<file path="src/rtl/tpic2mem_if.sv">
// tpic2mem_if: serial-in pins and latched parallel outputs of the tpic2mem receiver.
interface tpic2mem_if #(parameter int WIDTH = 16);
    logic             sclk_in;
    logic             sin;
    logic             rck_in;
    logic             g_n_in;
    logic [WIDTH-1:0] data;
    logic             data_valid;
    logic             frame_err;
    modport master (output sclk_in, sin, rck_in, g_n_in, input data, data_valid, frame_err);
    modport slave (input sclk_in, sin, rck_in, g_n_in, output data, data_valid, frame_err);
endinterface

</file>
<file path="src/rtl/tpic2mem.sv">
// tpic2mem: serial shift/latch receiver (TPIC-style) into a gated parallel word.
// Optional frame length check enabled by defining TPIC2MEM_FRAME_CHECK_EN.
module tpic2mem #(parameter int WIDTH = 16) (
    input logic      clk,
    input logic      reset,
    tpic2mem_if.slave bus
);
    typedef enum logic [1:0] {S_IDLE, S_SHIFT, S_LATCH} state_t;
    state_t           state;
    logic [3:0]       s1, s2, hist;
    logic             sclk_rise, rck_rise;
    logic [WIDTH-1:0] shift_reg, hold_reg;
    // bit order {g_n, rck, sin, sclk}; g_n idles high so the output starts gated
    always_ff @(posedge clk) begin
        if (reset) begin
            s1        <= 4'b1000;
            s2        <= 4'b1000;
            hist      <= 4'b1000;
            sclk_rise <= 1'b0;
            rck_rise  <= 1'b0;
        end else begin
            s1        <= {bus.g_n_in, bus.rck_in, bus.sin, bus.sclk_in};
            s2        <= s1;
            hist      <= s2;
            sclk_rise <= s2[0] & ~hist[0];
            rck_rise  <= s2[2] & ~hist[2];
        end
    end
    // hist[1] is the sin sample taken alongside the sclk edge just flagged
    always_ff @(posedge clk) begin
        if (reset) begin
            state     <= S_IDLE;
            shift_reg <= '0;
            hold_reg  <= '0;
        end else begin
            if (sclk_rise) shift_reg <= {shift_reg[WIDTH-2:0], hist[1]};
            if (rck_rise) hold_reg <= shift_reg;
            state <= rck_rise ? S_LATCH : sclk_rise ? S_SHIFT : (state == S_LATCH) ? S_IDLE : state;
        end
    end
    assign bus.data_valid = (state == S_LATCH);
    assign bus.data       = hist[3] ? '0 : hold_reg;
`ifdef TPIC2MEM_FRAME_CHECK_EN
    logic [5:0] bit_cnt;
    logic       frame_err_r;
    always_ff @(posedge clk) begin
        if (reset) begin
            bit_cnt     <= '0;
            frame_err_r <= 1'b0;
        end else if (rck_rise) begin
            bit_cnt     <= {5'd0, sclk_rise};
            frame_err_r <= (bit_cnt != 6'(WIDTH));
        end else if (sclk_rise && bit_cnt != 6'd63) begin
            bit_cnt <= bit_cnt + 6'd1;
        end
    end
    assign bus.frame_err = frame_err_r;
`else
    assign bus.frame_err = 1'b0;
`endif
endmodule
</file>
<file path="src/flat_wrapper.sv">
// flat-port wrapper written by rule: the top's interface ports become plain ports
module tpic2mem_flat 
#(parameter int WIDTH = 16)
  (clk, reset, bus_sclk_in, bus_sin, bus_rck_in, bus_g_n_in, bus_data, bus_data_valid, bus_frame_err);
  tpic2mem_if #(.WIDTH(WIDTH)) bus_i ();
  input logic clk;
  input logic reset;
  input wire logic [$bits(bus_i.sclk_in)-1:0] bus_sclk_in;
  input wire logic [$bits(bus_i.sin)-1:0] bus_sin;
  input wire logic [$bits(bus_i.rck_in)-1:0] bus_rck_in;
  input wire logic [$bits(bus_i.g_n_in)-1:0] bus_g_n_in;
  output wire logic [$bits(bus_i.data)-1:0] bus_data;
  output wire logic [$bits(bus_i.data_valid)-1:0] bus_data_valid;
  output wire logic [$bits(bus_i.frame_err)-1:0] bus_frame_err;
  assign bus_i.sclk_in = bus_sclk_in;
  assign bus_i.sin = bus_sin;
  assign bus_i.rck_in = bus_rck_in;
  assign bus_i.g_n_in = bus_g_n_in;
  assign bus_data = bus_i.data;
  assign bus_data_valid = bus_i.data_valid;
  assign bus_frame_err = bus_i.frame_err;
  tpic2mem #(.WIDTH(WIDTH)) u_core (.clk(clk), .reset(reset), .bus(bus_i));
endmodule
</file>
<file path="config.mk">
export PLATFORM = sky130hd
export DESIGN_NAME = tpic2mem_flat
export DESIGN_NICKNAME = d
export VERILOG_FILES = /design/src/rtl/tpic2mem_if.sv /design/src/rtl/tpic2mem.sv /design/src/flat_wrapper.sv
export SDC_FILE = /design/constraint.sdc
export NUM_CORES = 1
export LEC_CHECK = 0
export CORE_MARGIN = 3
export CORE_UTILIZATION = 45
export DETAILED_ROUTE_END_ITERATION = 16
export PLACE_DENSITY_LB_ADDON = 0.3
export SYNTH_ARGS = -nofsm -noshare
export SYNTH_HDL_FRONTEND = slang
export SYNTH_SLANG_ARGS = --single-unit
</file>
<file path="constraint.sdc">
create_clock -name clk -period 1 [get_ports clk]
set_clock_uncertainty 0.05 [all_clocks]
set_input_delay 0.2 -clock clk [delete_from_list [all_inputs] [get_ports clk]]
set_output_delay 0.2 -clock clk [all_outputs]
set_load 0.02 [all_outputs]
</file>
* After elaboration in Yosys (flattened, before gate mapping)
Cells that the tools add are included.
Widths: inputs -> output; s select.
** Word-level totals
- Register bits after elaboration :: 48
- Latch bits :: 0
- Bits in writable memories :: 0
- Bits in read-only memories :: 0
- Bits of input ports :: 6
- Output and inout port bits :: 18
- Word-level logic and storage cells :: 21
- Memories :: 0
** Cells by class
- $add $sub $neg :: 0
- Multiply operators :: 0
- Div/mod/pow operators :: 0
- Order comparisons :: 0
- Equality and inequality tests :: 1
- Shifts and indexed selects :: 0
- Muxes and demuxes :: 4
- Bitwise operators :: 4
- Reductions and logical operators :: 3
** Operator list (count)
- $mux 16 :: 1
- $mux 2 :: 3
- $reduce_bool 3->1 :: 1
- $and 1x1->1 :: 2
- $eq 2x2->1 const B :: 1
- $not 1->1 :: 2
- $reduce_bool 2->1 :: 1
- $reduce_or 2->1 :: 1

* Logic depth before layout (Yosys ltp)
- Word-level depth :: 4
- Mapped depth :: 4
- Mapped depth without buffers :: 2

* Worst setup path after synthesis
No wires, ideal clock.
- Path type :: reg-to-output
- Start :: register u_core.hist[3]
- End :: output port bus_data[10]
- Data arrival time :: 828 ps
- Data required time :: 750 ps
- Path slack :: -78 ps
- Stages on the path, launching flop included :: 3
- Buffers on the path :: 1
- Path through :: dfxtp_1 -> buf_2 -> nor2b_1
** On the way
- Longest elaborated chain between the ends :: 1
** Ends and longest elaborated chain
- from (decl) :: line tpic2mem.sv:10 : logic [3:0] s1, s2, hist;
- from (signal assigned) :: line tpic2mem.sv:18 : hist <= 4'b1000;
- from (signal assigned) :: line tpic2mem.sv:24 : hist <= s2;
- $mux 16 :: line tpic2mem.sv:42 : assign bus.data = hist[3] ? '0 : hold_reg;
- to (decl) :: line flat_wrapper.sv:12 : output wire logic [$bits(bus_i.data)-1:0] bus_data;
No other way between the ends.

* Final worst setup path
- Start :: register u_core.hist[3]
- End :: output port bus_data[3]
Same word-level chain as after synthesis.

==> qor.yml <==
syn-num-nets: 166
grt_setup_unrepaired: "yes"
area_growth_pct: 28.3
grt_pass1_vias: 1066
status: "finished with violations"
violations: "negative setup slack"
cp-start-kind: "flip-flop"
finalHoldViolations: 0
rr_endpoint: "u_core.hold_reg[12]$_SDFFE_PP0P_"
gr-total-overflow: 0
syn_inst: 160
regToRegSetupSlack_ns: 0.05
critical_path_class: "flip-flop to output pin"
p_leak_nw: 0.829
crit_end: "bus_data[3]"
fmax_mhz: 771
diodes: 0
ff2ff_path_depth: 3
cp.required_ns: 0.75
numCtsBuffers: 5
ys_types: 14
initial_core_util_pct: 49.1
maxCapViolCount: 0
grt_max_degree: 19
avgSynthCellArea_sq_um: 10.8
clk_latency_ns: 0.30
final_util_pct: 63.0
cts_sinks: 48
layout-drive-gt1-share_pct: 26.7
r2r-start: "u_core.rck_rise$_SDFF_PP0_"
clk_pin_slew_worst_paths_ns: 0.08
drc: 0
gp_congestion: 0.744
power_density_mw_per_mm2: 1470
rows: 21
wl_per_cell_um: 12.2
ios: 24
worstPathArrival_ns: 1.05
final_cell_area_sq_mm: 0.00222
placed_area_sq_mm: 0.00205
ir_worst_vdd_uv: 910
tns_ns: -4.38
cts_tree: "yes"
crit_start: "u_core.hist[3]$_SDFF_PP1_"
dp_cells: 230
post-route-period-util_pct: 130
num_vias: 1127
place_hpwl_um: 1890
yosysSeqAreaShare_pct: 55.5
dieArea_sq_mm: 0.00463
via_per_inst: 4.68
grt_pass1_wl_um: 4620
drtIter0Drc: 24
cp-end-kind: "output pin"
final_nets: 200
die_width_um: 68.0
synth_area_sq_mm: 0.00173
core_sq_mm: 0.00352
cts_buffer_depth: 2
min_path_type: "flip-flop to flip-flop"
holdWs_ns: 0.339
numPortBuffers: 22
postSynthRegisterBits: 48
cts_root_buf: "clkbuf_8"
die_h_um: 68.0
grt_usage_pct: 13.6
slew_viol_final: 0
antenna_found_initial: 0
timing.final.crit_period_ns: 1.30
stdcell_count: 241
antenna_left: 0
setup_viol: 17
crit_fanout: 7
place_ws_ns: -0.462
synth_warnings: 0
h-tree-depth: 2
drt_wl_total_um: 2950
fin_ws_ns: -0.296
total_power_mw: 3.26
dr.pass1.iters: 4
==> cell usage after synthesis <==
cell	instances	share of area (%)
nand3b_1	1	0.43
mux2i_1	32	19
buf_2	5	1.4
dfxtp_1	48	56
buf_4	1	0.43
nor2b_1	28	10
buf_6	3	2.0
conb_1	1	0.22
a21oi_1	1	0.29
nor2_1	33	7.2
nor3_1	1	0.29
inv_1	1	0.22
or2_1	3	1.1
buf_12	2	2.3
==> area by class of cell <==
class | instances | area (sq um)
timing repair buffer | 38 | 409
multi-input combinational | 100 | 688
clock inverter | 2 | 10.0
fill | 307 | 1300
tap | 46 | 57.6
sequential | 48 | 968
clock buffer | 6 | 82.6
inverter | 1 | 3.75
==> how the worst min path moves through the flow <==
stage,from,endpoint,cells past startpoint
5_1_grt,u_core.hist[2]$_SDFF_PP0_,u_core.rck_rise$_SDFF_PP0_,1
3_5_place_dp,u_core.hist[2]$_SDFF_PP0_,u_core.rck_rise$_SDFF_PP0_,1
6_report,u_core.hist[0]$_SDFF_PP0_,u_core.sclk_rise$_SDFF_PP0_,1
3_3_place_gp,u_core.hist[2]$_SDFF_PP0_,u_core.rck_rise$_SDFF_PP0_,1
4_1_cts,u_core.hist[2]$_SDFF_PP0_,u_core.rck_rise$_SDFF_PP0_,1
2_1_floorplan,bus_g_n_in,u_core.s1[3]$_SDFF_PP1_,1
==> layer usage <==
metal / global-route usage [%] / vias up / share of wire, % / routed length [um]
met5: 0 / - / 0 / 0
met4: 7.20 / 0 / 2.2 / 65
met3: 4.93 / 6 / 4.6 / 136
met2: 21.8 / 25 / 47 / 1380
met1: 15.7 / 515 / 46 / 1360
li1: - / 581 / - / -
==> repair_timing <==
| action | 4_1_cts | 5_1_grt |
|---|---|---|
| endpoints found under the hold margin | 0 | 0 |
| cloned | 0 | 2 |
| buffers inserted | 1 | 0 |
| hold buffers | 0 | 0 |
| gates resized for setup | 92 | 14 |
| pin swaps | 0 | 1 |
| endpoints found under the setup margin | 17 | 27 |
==> layout by cell type, fill, tap and decap left out <==
| cell type | count |
|---|---|
| nor2b_2 | 4 |
| inv_1 | 1 |
| buf_12 | 4 |
| clkdlybuf4s50_1 | 5 |
| nor3_1 | 1 |
| clkbuf_16 | 2 |
| dfxtp_1 | 44 |
| mux2i_2 | 1 |
| nand3b_1 | 1 |
| clkinv_2 | 2 |
| mux2i_1 | 31 |
| buf_6 | 7 |
| nor2b_1 | 22 |
| a21oi_1 | 1 |
| or2_1 | 3 |
| buf_4 | 20 |
| dfxtp_2 | 3 |
| clkbuf_8 | 6 |
| nor2b_4 | 2 |
| dfxtp_4 | 1 |
| conb_1 | 1 |
| nor2_1 | 33 |
==> worst max-delay path, cell delays in order (launching register included) <==
cell and delay [ns]:
dfxtp_2 0.34, buf_6 0.13, nor2b_1 0.12, buf_4 0.15
==> cells by family after synthesis <==
family	count (synthesis)	share of synthesized area (%)
AND/OR/NAND/NOR	66	19.1
flip-flops	48	55.5
multiplexers	32	18.5
buffers and inverters	12	6.36
AO/OA/AOI/OAI	1	0.289
other	1	0.217
==> power by group <==
group          total (mW)  internal, mW  switching [mW]
clock                1.16         0.552           0.611
sequential           1.94          1.93          0.0107
combinational       0.157        0.0891          0.0676
total                3.26          2.57           0.689
Power figures use the tool's default switching activity.
